### src/rtl/alu_cmd_sequencer.sv
`default_nettype none
// ============================================================================
// Module   : alu_cmd_sequencer
// Purpose  : Initiator side of a combinational ALU port. Accepts
//            register-based commands on a valid/ready stream. Reads operands
//            from an internal register file and drives the ALU for one cycle.
//            Writes the result back and returns it on a valid/ready response
//            stream.
// Revision : 1.0 - initial release
// ----------------------------------------------------------------------------
// Ports
//   clk, reset                      single clock, synchronous active-high reset
//   cmd_valid/cmd_ready             command handshake (ready only in IDLE)
//   cmd_op/rd/rs1/rs2/imm_en/imm    command fields
//   wr_en/wr_addr/wr_data           host preload of the register file (idle only)
//   alu_operation/operand1/operand2 registered drive to the ALU
//   alu_result                      combinational ALU result
//   rsp_valid/rsp_ready             response handshake
//   rsp_data/rsp_rd/rsp_err         response fields
//   busy                            high whenever not in IDLE
// ============================================================================
module alu_cmd_sequencer #(
  parameter int WIDTH = 32,
  parameter int NREG  = 8,    // must equal 2**AW
  parameter int AW    = 3
) (
  input  logic             clk,
  input  logic             reset,
  input  logic             cmd_valid,
  output logic             cmd_ready,
  input  logic [3:0]       cmd_op,
  input  logic [AW-1:0]    cmd_rd,
  input  logic [AW-1:0]    cmd_rs1,
  input  logic [AW-1:0]    cmd_rs2,
  input  logic             cmd_imm_en,
  input  logic [WIDTH-1:0] cmd_imm,
  input  logic             wr_en,
  input  logic [AW-1:0]    wr_addr,
  input  logic [WIDTH-1:0] wr_data,
  output logic [3:0]       alu_operation,
  output logic [WIDTH-1:0] alu_operand1,
  output logic [WIDTH-1:0] alu_operand2,
  input  logic [WIDTH-1:0] alu_result,
  output logic             rsp_valid,
  input  logic             rsp_ready,
  output logic [WIDTH-1:0] rsp_data,
  output logic [AW-1:0]    rsp_rd,
  output logic             rsp_err,
  output logic             busy
);

  typedef enum logic [1:0] {
    IDLE = 2'd0,
    READ = 2'd1,
    EXEC = 2'd2,
    RESP = 2'd3
  } state_t;

  localparam logic [3:0] LAST_LEGAL_OP = 4'd9;

  state_t state;
  state_t state_next;

  // Latched command fields
  logic [3:0]       op_q;
  logic [AW-1:0]    rd_q;
  logic [AW-1:0]    rs1_q;
  logic [AW-1:0]    rs2_q;
  logic             imm_en_q;
  logic [WIDTH-1:0] imm_q;

  logic [WIDTH-1:0] regs [NREG];

  logic cmd_fire;
  logic illegal;
  logic preload;
  logic writeback;

  // cmd_ready depends on state only, never on cmd_valid
  assign cmd_ready = (state == IDLE);
  assign busy      = (state != IDLE);
  assign cmd_fire  = cmd_valid && cmd_ready;
  assign illegal   = (op_q > LAST_LEGAL_OP);

  // Preload and writeback can never collide: preload happens only in IDLE,
  // writeback only in EXEC.
  assign preload   = wr_en && !busy && (wr_addr != '0);
  assign writeback = (state == EXEC) && !illegal && (rd_q != '0);

  // --------------------------------------------------------------------------
  // FSM
  // --------------------------------------------------------------------------
  always_ff @(posedge clk) begin
    if (reset) begin
      state <= IDLE;
    end else begin
      state <= state_next;
    end
  end

  always_comb begin
    state_next = state;
    case (state)
      IDLE:    if (cmd_fire) state_next = READ;
      READ:    state_next = EXEC;
      EXEC:    state_next = RESP;
      RESP:    if (rsp_ready) state_next = IDLE;
      default: state_next = IDLE;
    endcase
  end

  // --------------------------------------------------------------------------
  // Command latch
  // --------------------------------------------------------------------------
  always_ff @(posedge clk) begin
    if (reset) begin
      op_q     <= '0;
      rd_q     <= '0;
      rs1_q    <= '0;
      rs2_q    <= '0;
      imm_en_q <= 1'b0;
      imm_q    <= '0;
    end else if (cmd_fire) begin
      op_q     <= cmd_op;
      rd_q     <= cmd_rd;
      rs1_q    <= cmd_rs1;
      rs2_q    <= cmd_rs2;
      imm_en_q <= cmd_imm_en;
      imm_q    <= cmd_imm;
    end
  end

  // --------------------------------------------------------------------------
  // Register file. Entry 0 is never written, so it always reads as zero.
  // A preload in the accept cycle lands before READ, so the command sees it.
  // --------------------------------------------------------------------------
  always_ff @(posedge clk) begin
    if (reset) begin
      for (int i = 0; i < NREG; i++) begin
        regs[i] <= '0;
      end
    end else if (preload) begin
      regs[wr_addr] <= wr_data;
    end else if (writeback) begin
      regs[rd_q] <= alu_result;
    end
  end

  // --------------------------------------------------------------------------
  // ALU drive: registered in READ so it is stable for the whole EXEC cycle.
  // Illegal opcodes present operation 0 to the ALU.
  // --------------------------------------------------------------------------
  always_ff @(posedge clk) begin
    if (reset) begin
      alu_operation <= '0;
      alu_operand1  <= '0;
      alu_operand2  <= '0;
    end else if (state == READ) begin
      alu_operation <= illegal ? 4'd0 : op_q;
      alu_operand1  <= regs[rs1_q];
      alu_operand2  <= imm_en_q ? imm_q : regs[rs2_q];
    end
  end

  // --------------------------------------------------------------------------
  // Response: loaded in EXEC, held until the consumer accepts it.
  // --------------------------------------------------------------------------
  always_ff @(posedge clk) begin
    if (reset) begin
      rsp_valid <= 1'b0;
      rsp_data  <= '0;
      rsp_rd    <= '0;
      rsp_err   <= 1'b0;
    end else if (state == EXEC) begin
      rsp_valid <= 1'b1;
      rsp_data  <= illegal ? '0 : alu_result;
      rsp_rd    <= rd_q;
      rsp_err   <= illegal;
    end else if (state == RESP && rsp_ready) begin
      rsp_valid <= 1'b0;
    end
  end

endmodule
`default_nettype wire

### config.mk
export PLATFORM = sky130hd
export DESIGN_NAME = alu_cmd_sequencer
export DESIGN_NICKNAME = d
export VERILOG_FILES = /design/src/rtl/alu_cmd_sequencer.sv
export SDC_FILE = /design/constraint.sdc
export NUM_CORES = 1
export LEC_CHECK = 0
export ABC_AREA = 1
export BUFFER_PORTS_ARGS = -buffer_cell sky130_fd_sc_hd__buf_2
export CELL_PAD_IN_SITES_DETAIL_PLACEMENT = 1
export CELL_PAD_IN_SITES_GLOBAL_PLACEMENT = 1
export CORE_MARGIN = 2
export CORE_UTILIZATION = 45
export CTS_BUF_LIST = sky130_fd_sc_hd__clkbuf_4
export CTS_CLUSTER_SIZE = 12
export DETAILED_ROUTE_END_ITERATION = 7
export PLACE_DENSITY_LB_ADDON = 0.3
export SYNTH_ARGS = -nofsm -noshare
export SYNTH_HDL_FRONTEND = slang
export SYNTH_SLANG_ARGS = --single-unit
### constraint.sdc
create_clock -name clk -period 5.3 [get_ports clk]
set_input_delay 1.06 -clock clk [delete_from_list [all_inputs] [get_ports clk]]
set_output_delay 1.06 -clock clk [all_outputs]
set_load 0.005 [all_outputs]
==> qor.json, run 1 <==
{
  "crit_slowest_cell": {"value": "sky130_fd_sc_hd__nand2_1"},
  "antenna_left": {"value": 0},
  "critical_path.max_fanout": {"value": 19},
  "cp.required": {"value": 5.86, "unit": "ns"},
  "crit_chain": {"value": "inv_1, ha_1, nand2_1, clkinv_1, a21oi_4, nand2_4, nand2_1, nand2_1, nor2_4, nand2_4, nand2_1, buf_4"},
  "worst_path_most_repeated_cell": {"value": "sky130_fd_sc_hd__nand2_1"},
  "cts_sinks": {"value": 412},
  "routedWlPerCell": {"value": 21.7, "unit": "um"},
  "grt_start_max_net_pins": {"value": 101},
  "maxSlewHeadroom": {"value": 15.8, "unit": "%"},
  "num_io_pins": {"value": 225},
  "vdd_drop_max": {"value": 0.000307, "unit": "V"},
  "critical_path.max_stage_delay": {"value": 0.91, "unit": "ns"},
  "post-route-period-util": {"value": 69.3, "unit": "%"},
  "post_cts_resize_count": {"value": 0},
  "die_h": {"value": 216, "unit": "um"},
  "yosysWarnings": {"value": 0},
  "synth_common_cells": {"value": "sky130_fd_sc_hd__nand2_1, sky130_fd_sc_hd__nor2_1, sky130_fd_sc_hd__edfxtp_1"},
  "power_density": {"value": 473, "unit": "nW/um2"},
  "hp-class": {"value": "input pin to flop"},
  "drive_above_1_share": {"value": 27.4, "unit": "%"},
  "nNetsFinal": {"value": 2647},
  "detailed_place_hpwl": {"value": 43.5, "unit": "mm"},
  "floorplan.rows": {"value": 77},
  "design.die.area": {"value": 46800, "unit": "um2"},
  "dieWidth": {"value": 216, "unit": "um"},
  "async_flop_share": {"value": 0, "unit": "%"},
  "post_synth_main_area_contributors": {"value": "sky130_fd_sc_hd__edfxtp_1, sky130_fd_sc_hd__dfxtp_1, sky130_fd_sc_hd__nand2_1"},
  "setup.worst_path.class": {"value": "flop to flop"},
  "whs": {"value": 0.460, "unit": "ns"},
  "startpoint_type": {"value": "flop"},
  "drt-vias-per-instance": {"value": 5.66},
  "io_buffer_count": {"value": 224},
  "initial_core_util": {"value": 45.8, "unit": "%"},
  "clk-insertion-delay-late": {"value": 0.89, "unit": "ns"},
  "gr-total-overflow": {"value": 0},
  "worstMarginPinSlew": {"value": 1.26, "unit": "ns"},
  "max_clock_freq": {"value": 0.272, "unit": "GHz"},
  "place.gp.congestion": {"value": 0.857},
  "wirelength": {"value": 69.8, "unit": "mm"},
  "yosys.cell_types.count": {"value": 33},
  "postCtsSetupBuffers": {"value": 0},
  "h_tree_level_count": {"value": 3},
  "power.leakage": {"value": 9.55, "unit": "nW"},
  "yosysSeqAreaShare": {"value": 53.3, "unit": "%"},
  "tritoncts.num_buffers": {"value": 113},
  "fp.coreArea": {"value": 44300, "unit": "um2"},
  "slew_violations": {"value": 0},
  "ys_dominant_reg_cell": {"value": "sky130_fd_sc_hd__edfxtp_1"},
  "grt_pass1_wl": {"value": 107, "unit": "mm"},
  "synth_area": {"value": 20300, "unit": "um2"},
  "final_hold_violation_count": {"value": 0},
  "global_route.usage.total": {"value": 29.6, "unit": "%"},
  "post-synth-top-count-cell": {"value": "sky130_fd_sc_hd__nand2_1"},
  "clock_tree.buffer_depth": {"value": 3},
  "synth_enable_flop_cells": {"value": 256},
  "first_global_vias": {"value": 19100},
  "critical_path.endpoint_type": {"value": "flop"},
  "grt_setup_unrepaired": {"value": "no"},
  "synthesized_instance_count": {"value": 2300},
  "cp.arrival": {"value": 4.24, "unit": "ns"},
  "post_cts_clock_slew_at_the_launch_and_capture_registers_of_the_worst_setup_and_hold_paths": {"value": 0.06, "unit": "ns"},
  "vias_after_detailed_routing": {"value": 18200},
  "clk_root_buffer_cell": {"value": "sky130_fd_sc_hd__clkbuf_4"},
  "synth.ff_latch_count": {"value": 412},
  "max-cap-violations": {"value": 0},
  "tritoncts": {"value": "done"},
  "period_minus_slack": {"value": 3.67, "unit": "ns"},
  "syn_area_per_cell": {"value": 8.82, "unit": "um2"},
  "synth_area_leader_cell": {"value": "sky130_fd_sc_hd__edfxtp_1"},
  "initialDrtViolationCount": {"value": 1506},
  "detail_route.drc_violations": {"value": 0},
  "holdBufCountCts": {"value": 0},
  "final_setup_violating_endpoints": {"value": 0},
  "drt_first_pass_iters": {"value": 5},
  "fin_setup_tns": {"value": 0, "unit": "ns"},
  "post-synth-top-area-fraction": {"value": 37.9, "unit": "%"},
  "finalClockSkew": {"value": 0.0522, "unit": "ns"},
  "initial_antenna_violation_count": {"value": 1},
  "area_growth": {"value": 13.9, "unit": "%"},
  "outcome": {"value": "finished, final reports clean"}
}
==> per-stage QoR <==
stage                     util, %  cells  area, um2  power [mW]  worst slack [ns]
after floorplan                 -   2331      20400        6.59              2.09
after global placement       48.8   3002      21600        7.89              1.18
after detailed placement     48.8   3002      21600        8.03              1.06
after CTS                    52.1   3210      23100        11.0              1.64
after global routing         52.1   3211      23100        11.6              1.44
final                        52.1   3211      23100        10.9              1.63
==> cell families (layout without fill, tap and decap cells) <==
kind of cell    after synthesis  in the layout  share of synthesized area (%)
fa+ha+maj                     4              4                          0.247
buf+inv                     235            522                           5.64
simple gates               1123           1123                           25.3
flops                       412            412                           53.3
compound gates              525            525                           15.5
other cells                   1             33                         0.0185
==> power breakdown <==
group	switching, mW	internal (mW)	leakage (nW)
clock network	1.41	1.51	0.878
logic	2.52	1.08	4.76
registers	0.442	3.96	3.92
==> registers in the layout (all words and copies together), names as in the netlist, named ones only <==
| register | count |
|---|---|
| alu_operand1 | 32 |
| alu_operand2 | 32 |
| alu_operation | 4 |
| imm_en_q | 1 |
| imm_q | 32 |
| op_q | 4 |
| rd_q | 3 |
| regs | 256 |
| rs1_q | 3 |
| rs2_q | 3 |
| rsp_data | 32 |
| rsp_err | 1 |
| rsp_rd | 3 |
| rsp_valid | 1 |
| state | 2 |
==> path summary, 6_finish.rpt <==
| path | startpoint | to | slack (ns) | depth (start not counted) |
|---|---|---|---|---|
| worst max-delay path | state[0] | regs[5][19] | 1.63 | 12 |
| worst max register to register | state[0] | regs[5][19] | 1.63 | 12 |
| worst min register to register | rsp_data[9] | rsp_data[9] | 0.46 | 2 |
| worst min-delay path | cmd_imm[8] | imm_q[8] | 0.46 | 3 |
==> area by class of cell <==
cell class / instances / area, um2
fill: 5356 / 21200
inverter: 57 / 218
sequential: 412 / 10800
antenna: 1 / 2.50
clock inverter: 31 / 129
multi-input combinational: 1684 / 8460
clock buffer: 177 / 1330
timing repair buffer: 257 / 1390
tap: 592 / 741
==> critical path, delay by kind of cell, from the launching register on <==
family / cells / cell delay, ns
and+or+nand+nor: 7 / 1.84
buffers and inverters: 3 / 0.58
DFF: 1 / 0.40
adders and majority gates: 1 / 0.28
AOI/OAI and AO/OA: 1 / 0.28
==> metal layers <==
metal | wire length, um | track usage, %
met1 | 28200 | 37.4
met2 | 33400 | 48.8
met3 | 5110 | 5.05
met4 | 3020 | 15.8
met5 | 0 | 0
==> placed cells by master, fill, tap and decap left out, types with 3 or more instances in the layout <==
cell type / count
sky130_fd_sc_hd__nand2_1: 437
sky130_fd_sc_hd__nor2_1: 259
sky130_fd_sc_hd__edfxtp_1: 256
sky130_fd_sc_hd__o21ai_0: 246
sky130_fd_sc_hd__buf_2: 224
sky130_fd_sc_hd__nor2_2: 205
sky130_fd_sc_hd__nand3_1: 197
sky130_fd_sc_hd__clkbuf_4: 177
sky130_fd_sc_hd__dfxtp_1: 151
sky130_fd_sc_hd__a21oi_1: 145
sky130_fd_sc_hd__inv_1: 48
sky130_fd_sc_hd__o21ai_4: 33
sky130_fd_sc_hd__o211ai_1: 33
sky130_fd_sc_hd__o22ai_1: 32
sky130_fd_sc_hd__o21ai_1: 32
sky130_fd_sc_hd__conb_1: 32
sky130_fd_sc_hd__buf_4: 31
sky130_fd_sc_hd__clkinv_1: 26
sky130_fd_sc_hd__nand2_2: 8
sky130_fd_sc_hd__nand2_4: 8
sky130_fd_sc_hd__clkinv_2: 7
sky130_fd_sc_hd__inv_2: 5
sky130_fd_sc_hd__nor2_8: 3
sky130_fd_sc_hd__nor2_4: 3
sky130_fd_sc_hd__ha_1: 3
sky130_fd_sc_hd__dfxtp_4: 3
No activity file was read; power rests on OpenSTA's default activity.
==> run 2: changes to the inputs <==
Settings changed: CORE_UTILIZATION 45 to 42.
Clock period 5.3 ns to 3.35 ns, I/O delays scaled along.
==> run 2 against run 1 <==
Compared with the run above: worst hold slack worse by 0.39 ns; global-route usage down 1.1 points; power up 60%; non-clock buffer count up 13; first-iteration DRC count down 12%; clock-buffer cell count down 9; setup slack worse by 1.1 ns; sequential power up 53%; combinational power up 68%; critical path type unchanged; largest power group unchanged; highest routed layer is now met5.
==> qor.json, run 2 (synthesis results as in run 1) <==
{
  "outcome": {"value": "finished, final reports clean", "change": "unchanged"},
  "drt-vias-per-instance": {"value": 5.63, "change": "was 5.66"},
  "r2r-end": {"value": "regs[2][7]", "change": "was regs[5][19]"},
  "fp.coreArea": {"value": 47700, "unit": "um2", "change": "was 44,300 um2"},
  "slew_violations": {"value": 0, "change": "unchanged"},
  "antenna_left": {"value": 0, "change": "unchanged"},
  "worstMarginPinSlew": {"value": 1.19, "unit": "ns", "change": "was 1.26 ns"},
  "global_route.usage.total": {"value": 28.5, "unit": "%", "change": "was 29.6%"},
  "tritoncts": {"value": "done", "change": "unchanged"},
  "leading_cell_type_in_the_layout_fill_and_taps_excluded": {"value": "sky130_fd_sc_hd__nand2_1", "change": "unchanged"},
  "worst_path_most_repeated_cell": {"value": "sky130_fd_sc_hd__nand2_1", "change": "unchanged"},
  "layout.cells.non_filler": {"value": 3243, "change": "was 3,211"},
  "post_cts_clock_slew_at_the_launch_and_capture_registers_of_the_worst_setup_and_hold_paths": {"value": 0.06, "unit": "ns", "change": "about the same"},
  "finalCoreUtilization": {"value": 48.9, "unit": "%", "change": "was 52.1%"},
  "place.gp.congestion": {"value": 0.871, "change": "was 0.857"},
  "holdBufCountCts": {"value": 1, "change": "was 0"},
  "period_minus_slack": {"value": 2.78, "unit": "ns", "change": "was 3.67 ns"},
  "fin_setup_tns": {"value": 0, "unit": "ns", "change": "unchanged"},
  "cp.arrival": {"value": 3.31, "unit": "ns", "change": "was 4.24 ns"},
  "dieWidth": {"value": 224, "unit": "um", "change": "was 216 um"},
  "ff2ff_path_depth": {"value": 12, "change": "unchanged"},
  "timing.final.ws_setup": {"value": 0.573, "unit": "ns", "change": "was 1.63 ns"},
  "io_buffer_count": {"value": 224, "change": "unchanged"},
  "drt_first_pass_iters": {"value": 5, "change": "unchanged"},
  "reg2reg_slack": {"value": 0.57, "unit": "ns", "change": "was 1.63 ns"},
  "vdd_drop_max": {"value": 0.000454, "unit": "V", "change": "was 0.000307 V"},
  "timing.hold.worst.start": {"value": "alu_result[31]", "change": "was cmd_imm[8]"},
  "crit_slowest_cell": {"value": "sky130_fd_sc_hd__dfxtp_1", "change": "was sky130_fd_sc_hd__nand2_1"},
  "timing.critical_path.depth": {"value": 12, "change": "unchanged"},
  "postCtsSetupBuffers": {"value": 0, "change": "unchanged"},
  "grt_start_max_net_pins": {"value": 127, "change": "was 101"},
  "holdPathStages": {"value": 3, "change": "unchanged"},
  "detailed_place_hpwl": {"value": 44.8, "unit": "mm", "change": "was 43.5 mm"},
  "grt_util_met3": {"value": 5.59, "unit": "%", "change": "was 5.05%"},
  "nNetsFinal": {"value": 2659, "change": "was 2,647"},
  "top_usage_layer": {"value": "met2", "change": "unchanged"},
  "critical_path.endpoint_type": {"value": "flop", "change": "unchanged"},
  "placed_insts": {"value": 3037, "change": "was 3,002"},
  "setup.worst_path.class": {"value": "flop to flop", "change": "unchanged"},
  "crit_chain": {"value": "inv_1, ha_1, nand2_1, clkinv_1, a21oi_4, nand2_4, nand2_1, nand2_2, nor2_4, nand2_4, nand2_1, buf_12", "change": "was inv_1, ha_1, nand2_1, clkinv_1, a21oi_4, nand2_4, nand2_1, nand2_1, nor2_4, nand2_4, nand2_1, buf_4"},
  "critical_path.n_buffers_inverters": {"value": 3, "change": "unchanged"},
  "die_h": {"value": 224, "unit": "um", "change": "was 216 um"},
  "power_density": {"value": 750, "unit": "nW/um2", "change": "was 473 nW/um2"},
  "gr-total-overflow": {"value": 0, "change": "unchanged"},
  "design.die.area": {"value": 50100, "unit": "um2", "change": "was 46,800 um2"},
  "gr-usage-met1": {"value": 34.1, "unit": "%", "change": "was 37.4%"},
  "grt_setup_unrepaired": {"value": "no", "change": "unchanged"},
  "largest-register": {"value": "regs", "change": "unchanged"},
  "num_io_pins": {"value": 225, "change": "unchanged"},
  "grt.met2_usage": {"value": 48.3, "unit": "%", "change": "was 48.8%"},
  "critical_path.max_stage_delay": {"value": 0.41, "unit": "ns", "change": "was 0.91 ns"},
  "worst_r2r_src": {"value": "state[0]", "change": "unchanged"},
  "maxSlewHeadroom": {"value": 20.4, "unit": "%", "change": "was 15.8%"},
  "fillerInstances": {"value": 5665, "change": "was 5,356"},
  "grt_pass1_wl": {"value": 109, "unit": "mm", "change": "was 107 mm"},
  "dpl_worst_slack": {"value": 0.599, "unit": "ns", "change": "was 1.06 ns"},
  "cts_sinks": {"value": 412, "change": "unchanged"},
  "final_hold_violation_count": {"value": 0, "change": "unchanged"},
  "power.leakage": {"value": 9.64, "unit": "nW", "change": "was 9.55 nW"},
  "final_cell_mix": {"value": "sky130_fd_sc_hd__nand2_1, sky130_fd_sc_hd__nor2_1, sky130_fd_sc_hd__edfxtp_1", "change": "unchanged"},
  "wirelength": {"value": 71.7, "unit": "mm", "change": "was 69.8 mm"},
  "clk-insertion-delay-late": {"value": 0.91, "unit": "ns", "change": "was 0.89 ns"},
  "max_clock_freq": {"value": 0.360, "unit": "GHz", "change": "was 0.272 GHz"},
  "area_growth": {"value": 15.0, "unit": "%", "change": "was 13.9%"},
  "post_cts_resize_count": {"value": 0, "change": "unchanged"},
  "final_setup_violating_endpoints": {"value": 0, "change": "unchanged"},
  "post-route-period-util": {"value": 82.9, "unit": "%", "change": "was 69.3%"},
  "h_tree_level_count": {"value": 3, "change": "unchanged"},
  "clk_root_buffer_cell": {"value": "sky130_fd_sc_hd__clkbuf_4", "change": "unchanged"},
  "floorplan.rows": {"value": 80, "change": "was 77"},
  "initialDrtViolationCount": {"value": 1321, "change": "was 1,506"},
  "clock_tree.buffer_depth": {"value": 3, "change": "unchanged"},
  "routedWlPerCell": {"value": 22.1, "unit": "um", "change": "was 21.7 um"},
  "detail_route.drc_violations": {"value": 0, "change": "unchanged"},
  "finalClockSkew": {"value": 0.0828, "unit": "ns", "change": "was 0.0522 ns"},
  "initial_antenna_violation_count": {"value": 2, "change": "was 1"},
  "number_of_flip_flops_in_the_largest_register": {"value": 256, "change": "unchanged"},
  "vias_after_detailed_routing": {"value": 18200, "change": "about the same"},
  "tritoncts.num_buffers": {"value": 112, "change": "was 113"},
  "critical_path.max_fanout": {"value": 26, "change": "was 19"},
  "cp.required": {"value": 3.88, "unit": "ns", "change": "was 5.86 ns"},
  "drive_above_1_share": {"value": 27.6, "unit": "%", "change": "was 27.4%"},
  "startpoint_type": {"value": "flop", "change": "unchanged"},
  "initial_core_util": {"value": 42.5, "unit": "%", "change": "was 45.8%"},
  "hold-path-endpoint": {"value": "rsp_data[31]", "change": "was imm_q[8]"},
  "max-cap-violations": {"value": 0, "change": "unchanged"},
  "hp-class": {"value": "input pin to flop", "change": "unchanged"},
  "crit_family": {"value": "simple AND/OR/NAND/NOR gates", "change": "unchanged"},
  "first_global_vias": {"value": 19200, "change": "was 19,100"}
}
run 2: layout make-up:
| class | instances | area [um2] | area share (%) |
|---|---|---|---|
| antenna | 1 | 2.50 | 0.0107 |
| clock buffer | 168 | 1260 | 5.41 |
| clock inverter | 36 | 211 | 0.907 |
| inverter | 57 | 218 | 0.933 |
| multi-input combinational | 1684 | 8460 | 36.3 |
| sequential | 412 | 10800 | 46.4 |
| tap | 615 | 769 | 3.30 |
| timing repair buffer | 270 | 1580 | 6.78 |
run 2: metrics by stage:
stage | total power [mW] | hold slack [ns] | cell area [um2]
6_report | 17.5 | 0.0699 | 23300
5_1_grt | 18.5 | 0.0315 | 23300
4_1_cts | 17.6 | 0.000582 | 23300
3_5_place_dp | 12.9 | 0.449 | 21800
3_3_place_gp | 12.6 | 0.450 | 21800
2_1_floorplan | 10.4 | 0.438 | 20400
run 2: worst max-delay path by stage:
| stage | endpoint | from |
|---|---|---|
| after floorplan | regs[5][0] | state[0] |
| after global placement | regs[2][2] | wr_en |
| after CTS | regs[2][22] | state[0] |
| final | regs[2][7] | state[0] |
| after detailed placement | regs[2][2] | state[0] |
| after global routing | regs[2][7] | state[0] |
run 2: worst register-to-register path, cell delays in order (launching register included):
cell and delay, ns:
sky130_fd_sc_hd__dfxtp_1 0.41, sky130_fd_sc_hd__inv_1 0.11, sky130_fd_sc_hd__ha_1 0.27, sky130_fd_sc_hd__nand2_1 0.14, sky130_fd_sc_hd__clkinv_1 0.12, sky130_fd_sc_hd__a21oi_4 0.28, sky130_fd_sc_hd__nand2_4 0.12, sky130_fd_sc_hd__nand2_1 0.09
sky130_fd_sc_hd__nand2_2 0.08, sky130_fd_sc_hd__nor2_4 0.18, sky130_fd_sc_hd__nand2_4 0.20, sky130_fd_sc_hd__nand2_1 0.19, sky130_fd_sc_hd__buf_12 0.22
run 2: layer usage:
metal  up-vias  wire [um]
li1       8288          -
met1      9041      28300
met2       745      34700
met3       173       5130
met4         2       3470
met5         -         12
run 2: where the power goes:
group | switching [mW] | internal, mW | total [mW]
combinational | 4.28 | 1.78 | 6.06
sequential | 0.478 | 6.26 | 6.73
clock | 2.26 | 2.45 | 4.70
total | 7.01 | 10.5 | 17.5
==> run 3: changes to the inputs <==
Clock period 3.35 ns to 2.51 ns, I/O delays scaled along.
==> run 3 against run 2 <==
Compared with the run above: combinational power grew 39%; largest cell class unchanged; power grew 36%; first-iteration DRC count grew 3.4%.
==> qor.json, run 3 (synthesis results as in run 1) <==
{
  "outcome": {"value": "finished, final reports clean", "change": "unchanged"},
  "final_hold_violation_count": {"value": 0, "change": "unchanged"},
  "fin_setup_tns": {"value": 0, "unit": "ns", "change": "unchanged"},
  "wirelength": {"value": 75.3, "unit": "mm", "change": "was 71.7 mm"},
  "post_cts_resize_count": {"value": 0, "change": "unchanged"},
  "clock_tree.buffer_depth": {"value": 3, "change": "unchanged"},
  "clk-insertion-delay-late": {"value": 0.88, "unit": "ns", "change": "was 0.91 ns"},
  "place_area": {"value": 22200, "unit": "um2", "change": "was 21,800 um2"},
  "routedWlPerCell": {"value": 22.5, "unit": "um", "change": "was 22.1 um"},
  "combPwrFrac": {"value": 35.5, "unit": "%", "change": "was 34.6%"},
  "setup.worst_path.class": {"value": "flop to flop", "change": "unchanged"},
  "crit_chain": {"value": "inv_1, ha_1, nand2_1, clkinv_1, a21oi_4, nand2_4, nand2_2, nand2_2, nor2_4, nand2_4, nand2_2, buf_12", "change": "was inv_1, ha_1, nand2_1, clkinv_1, a21oi_4, nand2_4, nand2_1, nand2_2, nor2_4, nand2_4, nand2_1, buf_12"},
  "post-route-period-util": {"value": 94.5, "unit": "%", "change": "was 82.9%"},
  "leading_cell_type_in_the_layout_fill_and_taps_excluded": {"value": "sky130_fd_sc_hd__nand2_1", "change": "unchanged"},
  "critical_path.endpoint_type": {"value": "flop", "change": "unchanged"},
  "drt-vias-per-instance": {"value": 5.60, "change": "was 5.63"},
  "fillerInstances": {"value": 5655, "change": "was 5,665"},
  "power_frac_clock": {"value": 26.5, "unit": "%", "change": "was 26.9%"},
  "worst_r2r_src": {"value": "state[1]", "change": "was state[0]"},
  "area_growth": {"value": 20.7, "unit": "%", "change": "was 15.0%"},
  "timing.hold.worst.start": {"value": "cmd_valid", "change": "was alu_result[31]"},
  "hp-class": {"value": "input pin to flop", "change": "unchanged"},
  "initialDrtViolationCount": {"value": 1366, "change": "was 1,321"},
  "tritoncts": {"value": "done", "change": "unchanged"},
  "gr-total-overflow": {"value": 0, "change": "unchanged"},
  "nNetsFinal": {"value": 2757, "change": "was 2,659"},
  "r2r-end": {"value": "regs[6][22]", "change": "was regs[2][7]"},
  "hold-path-endpoint": {"value": "state[1]", "change": "was rsp_data[31]"},
  "fp.coreArea": {"value": 47700, "unit": "um2", "change": "unchanged"},
  "critical_path.max_stage_delay": {"value": 0.36, "unit": "ns", "change": "was 0.41 ns"},
  "io_buffer_count": {"value": 224, "change": "unchanged"},
  "die_h": {"value": 224, "unit": "um", "change": "unchanged"},
  "switching_share": {"value": 40.1, "unit": "%", "change": "about the same"},
  "first_global_vias": {"value": 20100, "change": "was 19,200"},
  "detail_route.drc_violations": {"value": 0, "change": "unchanged"},
  "startpoint_type": {"value": "flop", "change": "unchanged"},
  "crit_slowest_cell": {"value": "sky130_fd_sc_hd__dfxtp_1", "change": "unchanged"},
  "initial_antenna_violation_count": {"value": 3, "change": "was 2"},
  "tritoncts.num_buffers": {"value": 111, "change": "was 112"},
  "final_setup_violating_endpoints": {"value": 0, "change": "unchanged"},
  "worstMarginPinSlew": {"value": 1.17, "unit": "ns", "change": "was 1.19 ns"},
  "final_cell_mix": {"value": "sky130_fd_sc_hd__nand2_1, sky130_fd_sc_hd__nor2_1, sky130_fd_sc_hd__edfxtp_1", "change": "unchanged"},
  "cp.arrival": {"value": 2.90, "unit": "ns", "change": "was 3.31 ns"},
  "drive_above_1_share": {"value": 27.5, "unit": "%", "change": "was 27.6%"},
  "initial_core_util": {"value": 42.5, "unit": "%", "change": "unchanged"},
  "finalClockSkew": {"value": 0.0612, "unit": "ns", "change": "was 0.0828 ns"},
  "place.gp.congestion": {"value": 0.841, "change": "was 0.871"},
  "max-cap-violations": {"value": 0, "change": "unchanged"},
  "grt_pass1_wl": {"value": 114, "unit": "mm", "change": "was 109 mm"},
  "critical_path.max_fanout": {"value": 24, "change": "was 26"},
  "post_cts_clock_slew_at_the_launch_and_capture_registers_of_the_worst_setup_and_hold_paths": {"value": 0.06, "unit": "ns", "change": "about the same"},
  "power.internal": {"value": 14.2, "unit": "mW", "change": "was 10.5 mW"},
  "power_density": {"value": 972, "unit": "nW/um2", "change": "was 750 nW/um2"},
  "cp.required": {"value": 3.04, "unit": "ns", "change": "was 3.88 ns"},
  "largest-register": {"value": "regs", "change": "unchanged"},
  "maxSlewHeadroom": {"value": 21.4, "unit": "%", "change": "was 20.4%"},
  "number_of_flip_flops_in_the_largest_register": {"value": 256, "change": "unchanged"},
  "global_route.usage.total": {"value": 29.8, "unit": "%", "change": "was 28.5%"},
  "dieWidth": {"value": 224, "unit": "um", "change": "unchanged"},
  "reg2reg_slack": {"value": 0.14, "unit": "ns", "change": "was 0.57 ns"},
  "ff2ff_path_depth": {"value": 12, "change": "unchanged"},
  "period_minus_slack": {"value": 2.37, "unit": "ns", "change": "was 2.78 ns"},
  "cts_sinks": {"value": 412, "change": "unchanged"},
  "floorplan.rows": {"value": 80, "change": "unchanged"},
  "max_clock_freq": {"value": 0.422, "unit": "GHz", "change": "was 0.360 GHz"},
  "num_io_pins": {"value": 225, "change": "unchanged"},
  "whs": {"value": 0.0887, "unit": "ns", "change": "was 0.0699 ns"},
  "h_tree_level_count": {"value": 3, "change": "unchanged"},
  "placed_insts": {"value": 3056, "change": "was 3,037"},
  "grt_start_max_net_pins": {"value": 127, "change": "unchanged"},
  "antenna_left": {"value": 0, "change": "unchanged"},
  "grt_setup_unrepaired": {"value": "no", "change": "unchanged"},
  "clk_root_buffer_cell": {"value": "sky130_fd_sc_hd__clkbuf_4", "change": "unchanged"},
  "drt_first_pass_iters": {"value": 5, "change": "unchanged"},
  "design.die.area": {"value": 50100, "unit": "um2", "change": "unchanged"},
  "slew_violations": {"value": 0, "change": "unchanged"},
  "worst_path_most_repeated_cell": {"value": "sky130_fd_sc_hd__nand2_2", "change": "was sky130_fd_sc_hd__nand2_1"},
  "vdd_drop_max": {"value": 0.000804, "unit": "V", "change": "was 0.000454 V"},
  "detailed_place_hpwl": {"value": 45.4, "unit": "mm", "change": "was 44.8 mm"},
  "vias_after_detailed_routing": {"value": 18800, "change": "was 18,200"},
  "power.leakage": {"value": 10.2, "unit": "nW", "change": "was 9.64 nW"},
  "power.switching": {"value": 9.56, "unit": "mW", "change": "was 7.01 mW"},
  "holdPathStages": {"value": 3, "change": "unchanged"},
  "layout.cells.non_filler": {"value": 3349, "change": "was 3,243"},
  "layout.cell_area.non_filler": {"value": 24500, "unit": "um2", "change": "was 23,300 um2"},
  "power.share.sequential": {"value": 38.0, "unit": "%", "change": "was 38.5%"}
}
-- run 3: cell types whose count changed in the layout (fill, tap and decap cells not counted), moves of 2 or more --
cell	delta
sky130_fd_sc_hd__clkinv_4	-2
sky130_fd_sc_hd__buf_4	+5
sky130_fd_sc_hd__diode_2	+3
sky130_fd_sc_hd__clkinv_2	-5
sky130_fd_sc_hd__buf_12	+16
sky130_fd_sc_hd__clkbuf_4	+8
sky130_fd_sc_hd__dlygate4sd3_1	+78
sky130_fd_sc_hd__nand2_1	-7
sky130_fd_sc_hd__clkinv_1	+3
sky130_fd_sc_hd__nand2_2	+7
-- run 3: worst max-delay path by stage --
stage             start          end  slack, ns  depth (start not counted)
3_5_place_dp   state[1]  regs[3][23]       0.07                          9
4_1_cts        state[1]  regs[6][22]       0.02                         12
3_3_place_gp   state[1]   regs[3][4]       0.15                         12
5_1_grt        state[1]  regs[6][22]       0.03                         12
2_1_floorplan  state[0]   regs[5][0]    0.00002                         12
6_report       state[1]  regs[6][22]       0.14                         12
-- run 3: per-layer routing --
layer / up-vias / track usage [%] / share of wire, %
met4: 0 / 19.8 / 6.2
met1: 9176 / 34.6 / 39
met5: - / 0 / 0
li1: 8507 / - / -
met3: 254 / 5.34 / 6.4
met2: 815 / 50.7 / 49
-- run 3: through the flow --
| stage | util [%] | power, mW | setup WS (ns) |
|---|---|---|---|
| 4_1_cts | 51.2 | 23.8 | 0.0243 |
| 3_3_place_gp | 46.5 | 17.1 | 0.148 |
| 5_1_grt | 51.3 | 25.1 | 0.0287 |
| 3_5_place_dp | 46.5 | 17.4 | 0.0695 |
| 2_1_floorplan | - | 13.9 | 0.0000158 |
| 6_report | 51.3 | 23.8 | 0.139 |
-- run 3: worst max-delay path: cells and delay by family, from the launching register on --
kind	cells	cell delay [ns]
flip-flops	1	0.36
adder cells (fa/ha/maj)	1	0.21
AO/OA/AOI/OAI	1	0.20
buffers and inverters	3	0.47
AND/OR/NAND/NOR	7	0.80
-- run 3: final cells by class --
class	instances	area (um2)	share of cell area, %
flip-flops and latches	412	10800	44.2
multi-input cells	1684	8480	34.6
repair buffers	369	2720	11.1
clock buffers	176	1320	5.39
well taps	615	769	3.14
inverters	57	218	0.889
clock inverters	32	154	0.628
diodes	4	10.0	0.0409
-- run 3: power by group through the flow --
stage	clock, mW	combinational (mW)	sequential (mW)
3_5_place_dp	0	8.20	9.16
4_1_cts	6.40	8.35	9.03
3_3_place_gp	0	7.95	9.11
5_1_grt	6.76	9.20	9.15
6_report	6.31	8.45	9.05
2_1_floorplan	0	4.93	8.98
-- run 3: timing repair --
item	in CTS	in global routing
hold buffers	79	0
setup endpoints to repair	0	143
setup buffers	0	2
hold endpoints to repair	83	0
